`config.mk`:
```
export PLATFORM = sky130hd
export DESIGN_NAME = l1_repl_ctrl
export DESIGN_NICKNAME = d
export VERILOG_FILES = /design/src/rtl/l1_repl_ctrl.sv
export SDC_FILE = /design/constraint.sdc
export NUM_CORES = 2
export LEC_CHECK = 0
export CAP_MARGIN = 20
export CORE_ASPECT_RATIO = 1.4
export CORE_MARGIN = 2
export CORE_UTILIZATION = 40
export CTS_CLUSTER_DIAMETER = 120
export DETAILED_ROUTE_END_ITERATION = 8
export PLACE_DENSITY_LB_ADDON = 0.1
export SLEW_MARGIN = 20
export SYNTH_ARGS = -nofsm -noshare
export SYNTH_HDL_FRONTEND = slang
export SYNTH_SLANG_ARGS = --single-unit
```
`constraint.sdc`:
```
create_clock -name clk -period 28.4 [get_ports clk]
set_input_delay 8.52 -clock clk [delete_from_list [all_inputs] [get_ports clk]]
set_output_delay 8.52 -clock clk [all_outputs]
set_load 0.05 [all_outputs]
```
`src/rtl/l1_repl_ctrl.sv`:
```
// True-LRU replacement controller for an N-way L1 data cache.
// Holds per-set rank/valid state and serialises HIT / MISS / INVAL requests.
//
// state    | meaning
// ---------+-------------------------------------------------------------
// S_IDLE   | ready for a request; req_ready high
// S_LOOKUP | pick the victim (MISS) or detect a hit on an invalid way (HIT)
// S_UPDATE | rewrite the rank/valid entries of the latched set
// S_RESP   | response held until rsp_ready
module l1_repl_ctrl #(
   parameter int NUM_SETS = 16,
   parameter int WAYS     = 8,
   localparam int SET_W   = $clog2(NUM_SETS),
   localparam int WAY_W   = $clog2(WAYS)
) (
   input  logic             clk,
   input  logic             rst,
   input  logic             req_valid,
   output logic             req_ready,
   input  logic [1:0]       req_op,
   input  logic [SET_W-1:0] req_set,
   input  logic [WAY_W-1:0] req_way,
   output logic             rsp_valid,
   input  logic             rsp_ready,
   output logic [WAY_W-1:0] rsp_way,
   output logic             rsp_evict,
   output logic             rsp_err
);

   localparam logic [1:0] OP_HIT   = 2'b00;
   localparam logic [1:0] OP_MISS  = 2'b01;
   localparam logic [1:0] OP_INVAL = 2'b10;
   localparam logic [1:0] OP_NOP   = 2'b11;
   localparam logic [WAY_W-1:0] LRU_RANK = WAY_W'(WAYS - 1);

   typedef enum logic [1:0] {S_IDLE, S_LOOKUP, S_UPDATE, S_RESP} state_t;

   state_t state;

   logic [NUM_SETS-1:0][WAYS-1:0][WAY_W-1:0] rank;
   logic [NUM_SETS-1:0][WAYS-1:0]            valid;

   logic [1:0]       op_q;
   logic [SET_W-1:0] set_q;
   logic [WAY_W-1:0] way_q;
   logic [WAY_W-1:0] tgt_q;
   logic             evict_q;
   logic             err_q;

   logic [WAY_W-1:0] victim;
   logic             found_free;
   logic [WAY_W-1:0] old_rank;
   logic             promote;
   logic             demote;

   // Free ways are preferred (lowest index first); otherwise evict the LRU way.
   always_comb begin
      victim     = '0;
      found_free = 1'b0;
      for (int w = 0; w < WAYS; w++) begin
         if (!found_free && !valid[set_q][w]) begin
            victim     = WAY_W'(w);
            found_free = 1'b1;
         end
      end
      if (!found_free) begin
         for (int w = 0; w < WAYS; w++) begin
            if (rank[set_q][w] == LRU_RANK) victim = WAY_W'(w);
         end
      end
   end

   assign old_rank = rank[set_q][tgt_q];
   assign promote  = (op_q == OP_MISS) || ((op_q == OP_HIT) && !err_q);
   assign demote   = (op_q == OP_INVAL);

   always_ff @(posedge clk or posedge rst) begin
      if (rst) begin
         state     <= S_IDLE;
         req_ready <= 1'b1;
         rsp_valid <= 1'b0;
         rsp_way   <= '0;
         rsp_evict <= 1'b0;
         rsp_err   <= 1'b0;
         op_q      <= OP_NOP;
         set_q     <= '0;
         way_q     <= '0;
         tgt_q     <= '0;
         evict_q   <= 1'b0;
         err_q     <= 1'b0;
         valid     <= '0;
         for (int s = 0; s < NUM_SETS; s++) begin
            for (int w = 0; w < WAYS; w++) begin
               rank[s][w] <= WAY_W'(w);
            end
         end
      end else begin
         case (state)
            S_IDLE: begin
               if (req_valid) begin
                  op_q      <= req_op;
                  set_q     <= req_set;
                  way_q     <= req_way;
                  req_ready <= 1'b0;
                  state     <= S_LOOKUP;
               end
            end
            S_LOOKUP: begin
               tgt_q   <= (op_q == OP_MISS) ? victim : way_q;
               evict_q <= (op_q == OP_MISS) && valid[set_q][victim];
               err_q   <= (op_q == OP_HIT) && !valid[set_q][way_q];
               state   <= S_UPDATE;
            end
            S_UPDATE: begin
               // Ranks stay a permutation: promote shifts the younger ways down,
               // demote shifts the older ways up.
               for (int w = 0; w < WAYS; w++) begin
                  if (promote) begin
                     if (WAY_W'(w) == tgt_q)
                        rank[set_q][w] <= '0;
                     else if (rank[set_q][w] < old_rank)
                        rank[set_q][w] <= rank[set_q][w] + WAY_W'(1);
                  end else if (demote) begin
                     if (WAY_W'(w) == tgt_q)
                        rank[set_q][w] <= LRU_RANK;
                     else if (rank[set_q][w] > old_rank)
                        rank[set_q][w] <= rank[set_q][w] - WAY_W'(1);
                  end
               end
               if (op_q == OP_MISS)  valid[set_q][tgt_q] <= 1'b1;
               if (op_q == OP_INVAL) valid[set_q][tgt_q] <= 1'b0;
               rsp_way   <= tgt_q;
               rsp_evict <= evict_q;
               rsp_err   <= err_q;
               rsp_valid <= 1'b1;
               state     <= S_RESP;
            end
            S_RESP: begin
               if (rsp_ready) begin
                  rsp_valid <= 1'b0;
                  req_ready <= 1'b1;
                  state     <= S_IDLE;
               end
            end
            default: state <= S_IDLE;
         endcase
      end
   end

endmodule

```
# Word-level counts from Yosys, hierarchy flattened
# Index checks and enable logic that the tools add are counted.
[word_totals]
regBits = 535
word_cells = 417
inputBits = 13
out_inout_bits = 7
[op_classes]
magnitude_cmp = 22
n_reduce_logical = 37
n_mux = 137
add_sub_neg = 16
eq_ne = 22
bitwise_logic = 27
[op_table]
columns = ["operator", "count"]
rows = [
  ["$mux W384", 55],
  ["$bwmux W384", 16],
  ["$and A384 B384 Y384", 8],
  ["$not A384 Y384", 8],
  ["$or A384 B384 Y384", 8],
  ["$demux W24 S4", 8],
  ["$mux W128", 3],
  ["$and A128 B128 Y128", 1],
  ["$not A128 Y128", 1],
  ["$or A128 B128 Y128", 1],
  ["$bmux W24 S4", 1],
  ["$mux W3", 18],
  ["$mux W24", 2],
  ["$bmux W8 S4", 1],
  ["$demux W8 S4", 1],
  ["$add A3 B1 Y3 const B", 8],
  ["$eq A3 B3 Y1 const B", 8],
  ["$gt A3 B3 Y1", 8],
  ["$lt A3 B3 Y1", 8],
  ["$sub A3 B1 Y3 const B", 8],
  ["$mux W21", 1],
  ["$mux W18", 1],
  ["$mux W8", 2],
  ["$logic_not A1 Y1", 15],
  ["other kinds (28)", 70],
]

# Longest topological paths before layout
[depth]
depth_word = 51
depth_mapped = 22

# Worst setup path after synthesis
# No wires, ideal clock.
[synth_path]
kind = "in2reg"
startpoint = "in req_valid"
endpoint = "reg set_q[0]"
cell_stages = 2
t_arrival_ns = 9.112
setup_ns = 0.125
setup_slack_ns = 19.163
required_ns = 28.275
path_buffers = 0
cell_sequence = "nand2_1 -> mux2_2"
[synth_between]
elab_chain_cells = 1
[synth_rtl]
columns = ["element", "line", "source"]
rows = [
  ["start, declared", "18", "input logic req_valid,"],
  ["$reduce_and A2 Y1 (no line)", "n/a", ""],
  ["end signal, assigned", "102", "set_q <= req_set;"],
  ["end, declared", "44", "logic [SET_W-1:0] set_q;"],
]
# No other way between the ends.
# A chain may end at the register's enable or synchronous reset.

==> flow_metrics.py <==
metrics = {
    "synth": {
        "ys_types": 83,
        "synthCells": 3378,
        "synth_top_area_share_pct": 26.9,
        "synthTopCellsByArea": "dfrtp_1 27%, dfstp_2 16%, mux4_2 9.5%",
        "synth_xor_area_share_pct": 0.245,
        "ys_top_cells_by_count": "571 x a21oi_1, 483 x o21ai_0, 340 x dfrtp_1",
        "synth-seq-cells": 535,
        "yosysTopAreaCell": "dfrtp_1",
        "ys_async_sr_fraction_pct": 100,
        "syn_area_um2": 31700,
        "synth.mux.area_fraction_pct": 12.0,
        "synth-simple-area-share_pct": 9.56,
        "synthAdderAreaFrac_pct": 2.06,
        "synth_top_flop_cell": "dfrtp_1",
        "synth_area_per_cell_um2": 9.37,
        "yosysSeqAreaShare_pct": 43.1,
        "synth.most_common_cell": "a21oi_1",
        "synth_warnings": 0,
        "synth_compound_area_share_pct": 27.9,
        "synth_edf_count": 0,
        "syn-num-nets": 3443,
        "synth_top_family_by_area": "compound AO/OA/AOI/OAI gates",
    },
    "global_routing": {
        "grt_remaining_overflow": 0,
        "grt_pass1_vias": 28900,
        "grt_max_degree": 123,
        "grt_use_total_pct": 31.6,
        "antenna_found_initial": 1,
        "grt_pass1_wl_um": 193000,
    },
    "timing": {
        "finClkSkew_ns": 0.0171,
        "maxSlewViolCount": 0,
        "slew_headroom_pct": 13.5,
        "rsz0062_at_grt": "false",
        "fin_crit_sh_pct": 43.3,
        "finalSetupViolCount": 0,
        "fin_crit_ns": 12.31,
        "finalHoldViolCount": 0,
        "max_slew.worst_pin.slew_ns": 1.30,
        "fmax_ghz": 0.0813,
        "tns_ns": 0,
    },
    "power": {
        "powerDensity_nw_per_um2": 151,
        "vdd_drop_max_v": 0.0000941,
        "total_power_mw": 5.24,
        "power_leakage_nw": 13.4,
    },
    "critical_path": {
        "path_max_fanout": 109,
        "crit_buf_inv": 6,
        "cp_cell_sequence": "clkdlybuf4s50_1, inv_8, buf_4, buf_4, buf_4, buf_4",
        "worst-setup-path-type": "primary input to asynchronous set/reset pin",
        "rrSetupSlack_ns": 20.84,
        "crit_family": "buffers and inverters",
        "cp_common_cell": "buf_4",
        "max_stage_delay_ns": 0.85,
        "startpoint_type": "primary input",
        "end_kind": "asynchronous set/reset pin",
        "critPathRequiredTime_ns": 29.07,
        "worst_ep_arrival_time_ns": 12.98,
        "critPathSlowestCell": "buf_4",
    },
    "flow_run": {
        "drv_cap": 0,
    },
    "die": {
        "die_y_um": 337,
        "die-area_um2": 81400,
        "core_um2": 78800,
        "floorplan.initialDensity_pct": 40.2,
        "rows": 122,
        "fp.dieW_um": 242,
        "num_io_pins": 20,
    },
    "clocking": {
        "cts_buffers": 57,
        "cts_tree": "built",
        "postCtsSetupBuffers": 0,
        "clkTransAtPathRegs_ns": 0.07,
        "cts_resized": 0,
        "root_buffer": "clkbuf_16",
        "htree_levels": 2,
        "cts_hold_buf": 0,
        "cts_num_sinks": 535,
        "clkLatencyLatePin_ns": 0.66,
        "clk_path_buf_depth": 3,
    },
    "min_path": {
        "hp-class": "flop to flop",
    },
    "finish": {
        "final_cells": 4339,
        "syn2layout_area_growth_pct": 9.38,
        "fin_nets": 3301,
        "layout-drive-gt1-share_pct": 18.5,
    },
    "detailed_routing": {
        "routed-via-count": 29000,
        "drtPass1Iterations": 8,
        "drc": 0,
        "antenna_left": 0,
        "detail_route.iter0.violations": 3297,
        "drt-wirelength-per-cell_um": 30.2,
        "detail_route.vias_per_cell": 6.68,
        "routed_wl_um": 131000,
    },
    "place": {
        "dpl.hpwl_um": 81300,
        "placed_cells": 4230,
        "port_buffers": 19,
        "routabilityCongestion": 0.879,
    },
    "outcome": {
        "status": "completed",
    },
}
## routing by layer
layer / global-route usage (%) / wire length [um]
met3: 4.82 / 10400
met1: 39.1 / 50200
met2: 52.5 / 62000
met4: 19.0 / 8580
met5: 0 / 17
## logic make-up (layout without fill, tap and decap cells)
kind of cell / count (synthesis) / count (layout)
muxes: 179 / 179
AOI/OAI and AO/OA: 1532 / 1532
adders and majority gates: 52 / 52
DFF: 535 / 535
xor gates and xnor gates: 8 / 8
buffers and inverters: 361 / 267
and+or+nand+nor: 711 / 711
other: 0 / 1
## worst reg2reg max path, delay by kind of cell, from the launching register on
family	cells	cell delay (ns)
simple gates	3	1.35
compound gates	7	2.11
flops	1	1.07
mux	2	1.26
buf+inv	2	1.05
fa+ha+maj	1	0.58
## worst paths after layout
kind                                       start  depth (start not counted)                     end
max in group clk           req_ready$_DFFE_PP1P_                          1               req_ready
max                                          rst                          6   rank[264]$_DFFE_PP0P_
max reg2reg                 set_q[1]$_DFFE_PP0P_                         15   rank[144]$_DFFE_PP0P_
min in group asynchronous                    rst                          2  valid[124]$_DFFE_PP0P_
min                        rank[326]$_DFFE_PP1P_                          2   rank[326]$_DFFE_PP1P_
min reg2reg                rank[326]$_DFFE_PP1P_                          2   rank[326]$_DFFE_PP1P_
## power by group
group          switching (mW)  internal [mW]
Combinational            2.20          0.954
Clock                   0.341          0.456
Sequential              0.223           1.06
Total                    2.77           2.47
## final cells by class
cell class / instances / area (um^2)
Inverter: 40 / 158
Multi-Input combinational cell: 2482 / 16600
Clock inverter: 23 / 290
Antenna cell: 1 / 2.50
Tap cell: 1054 / 1320
Clock buffer: 84 / 1650
Timing Repair Buffer: 120 / 983
Sequential cell: 535 / 13600
Fill cell: 7651 / 44100
## sequential cells by signal (all words and copies together), names as in the netlist, 2 cells and up
register and flops:
rank 384, valid 128, set_q 4, rsp_way 3, tgt_q 3, way_q 3, op_q 2, state 2
## metrics by stage
step	util (%)	area (um^2)	hold WS, ns	setup WS (ns)
final	44.0	34600	0.467	16.09
after global routing	44.0	34600	0.482	15.52
after CTS	43.9	34600	0.468	15.96
after detailed placement	41.5	32700	0.459	15.29
after global placement	41.5	32700	0.455	15.39
after floorplan	-	31700	0.441	5.25
## placed cells by master (no fill, tap or decap), drive strengths merged, types with 6 or more instances in the layout
cell / count
a211oi: 11
a21o: 12
a21oi: 571
a221o: 13
a221oi: 8
a22o: 59
a22oi: 60
a31oi: 60
a41oi: 8
and2: 11
buf: 101
bufinv: 6
clkbuf: 84
clkdlybuf4s50: 19
clkinv: 15
dfrtp: 340
dfstp: 195
ha: 52
inv: 41
mux2: 20
mux2i: 7
mux4: 152
nand2: 321
nand2b: 16
nand3: 58
nor2: 222
nor2b: 14
nor3: 40
o211ai: 36
o21a: 24
o21ai: 554
o221ai: 23
o22a: 7
o22ai: 35
o2bb2ai: 8
o31ai: 8
xnor2: 7
(Power assumes the default switching activity.)
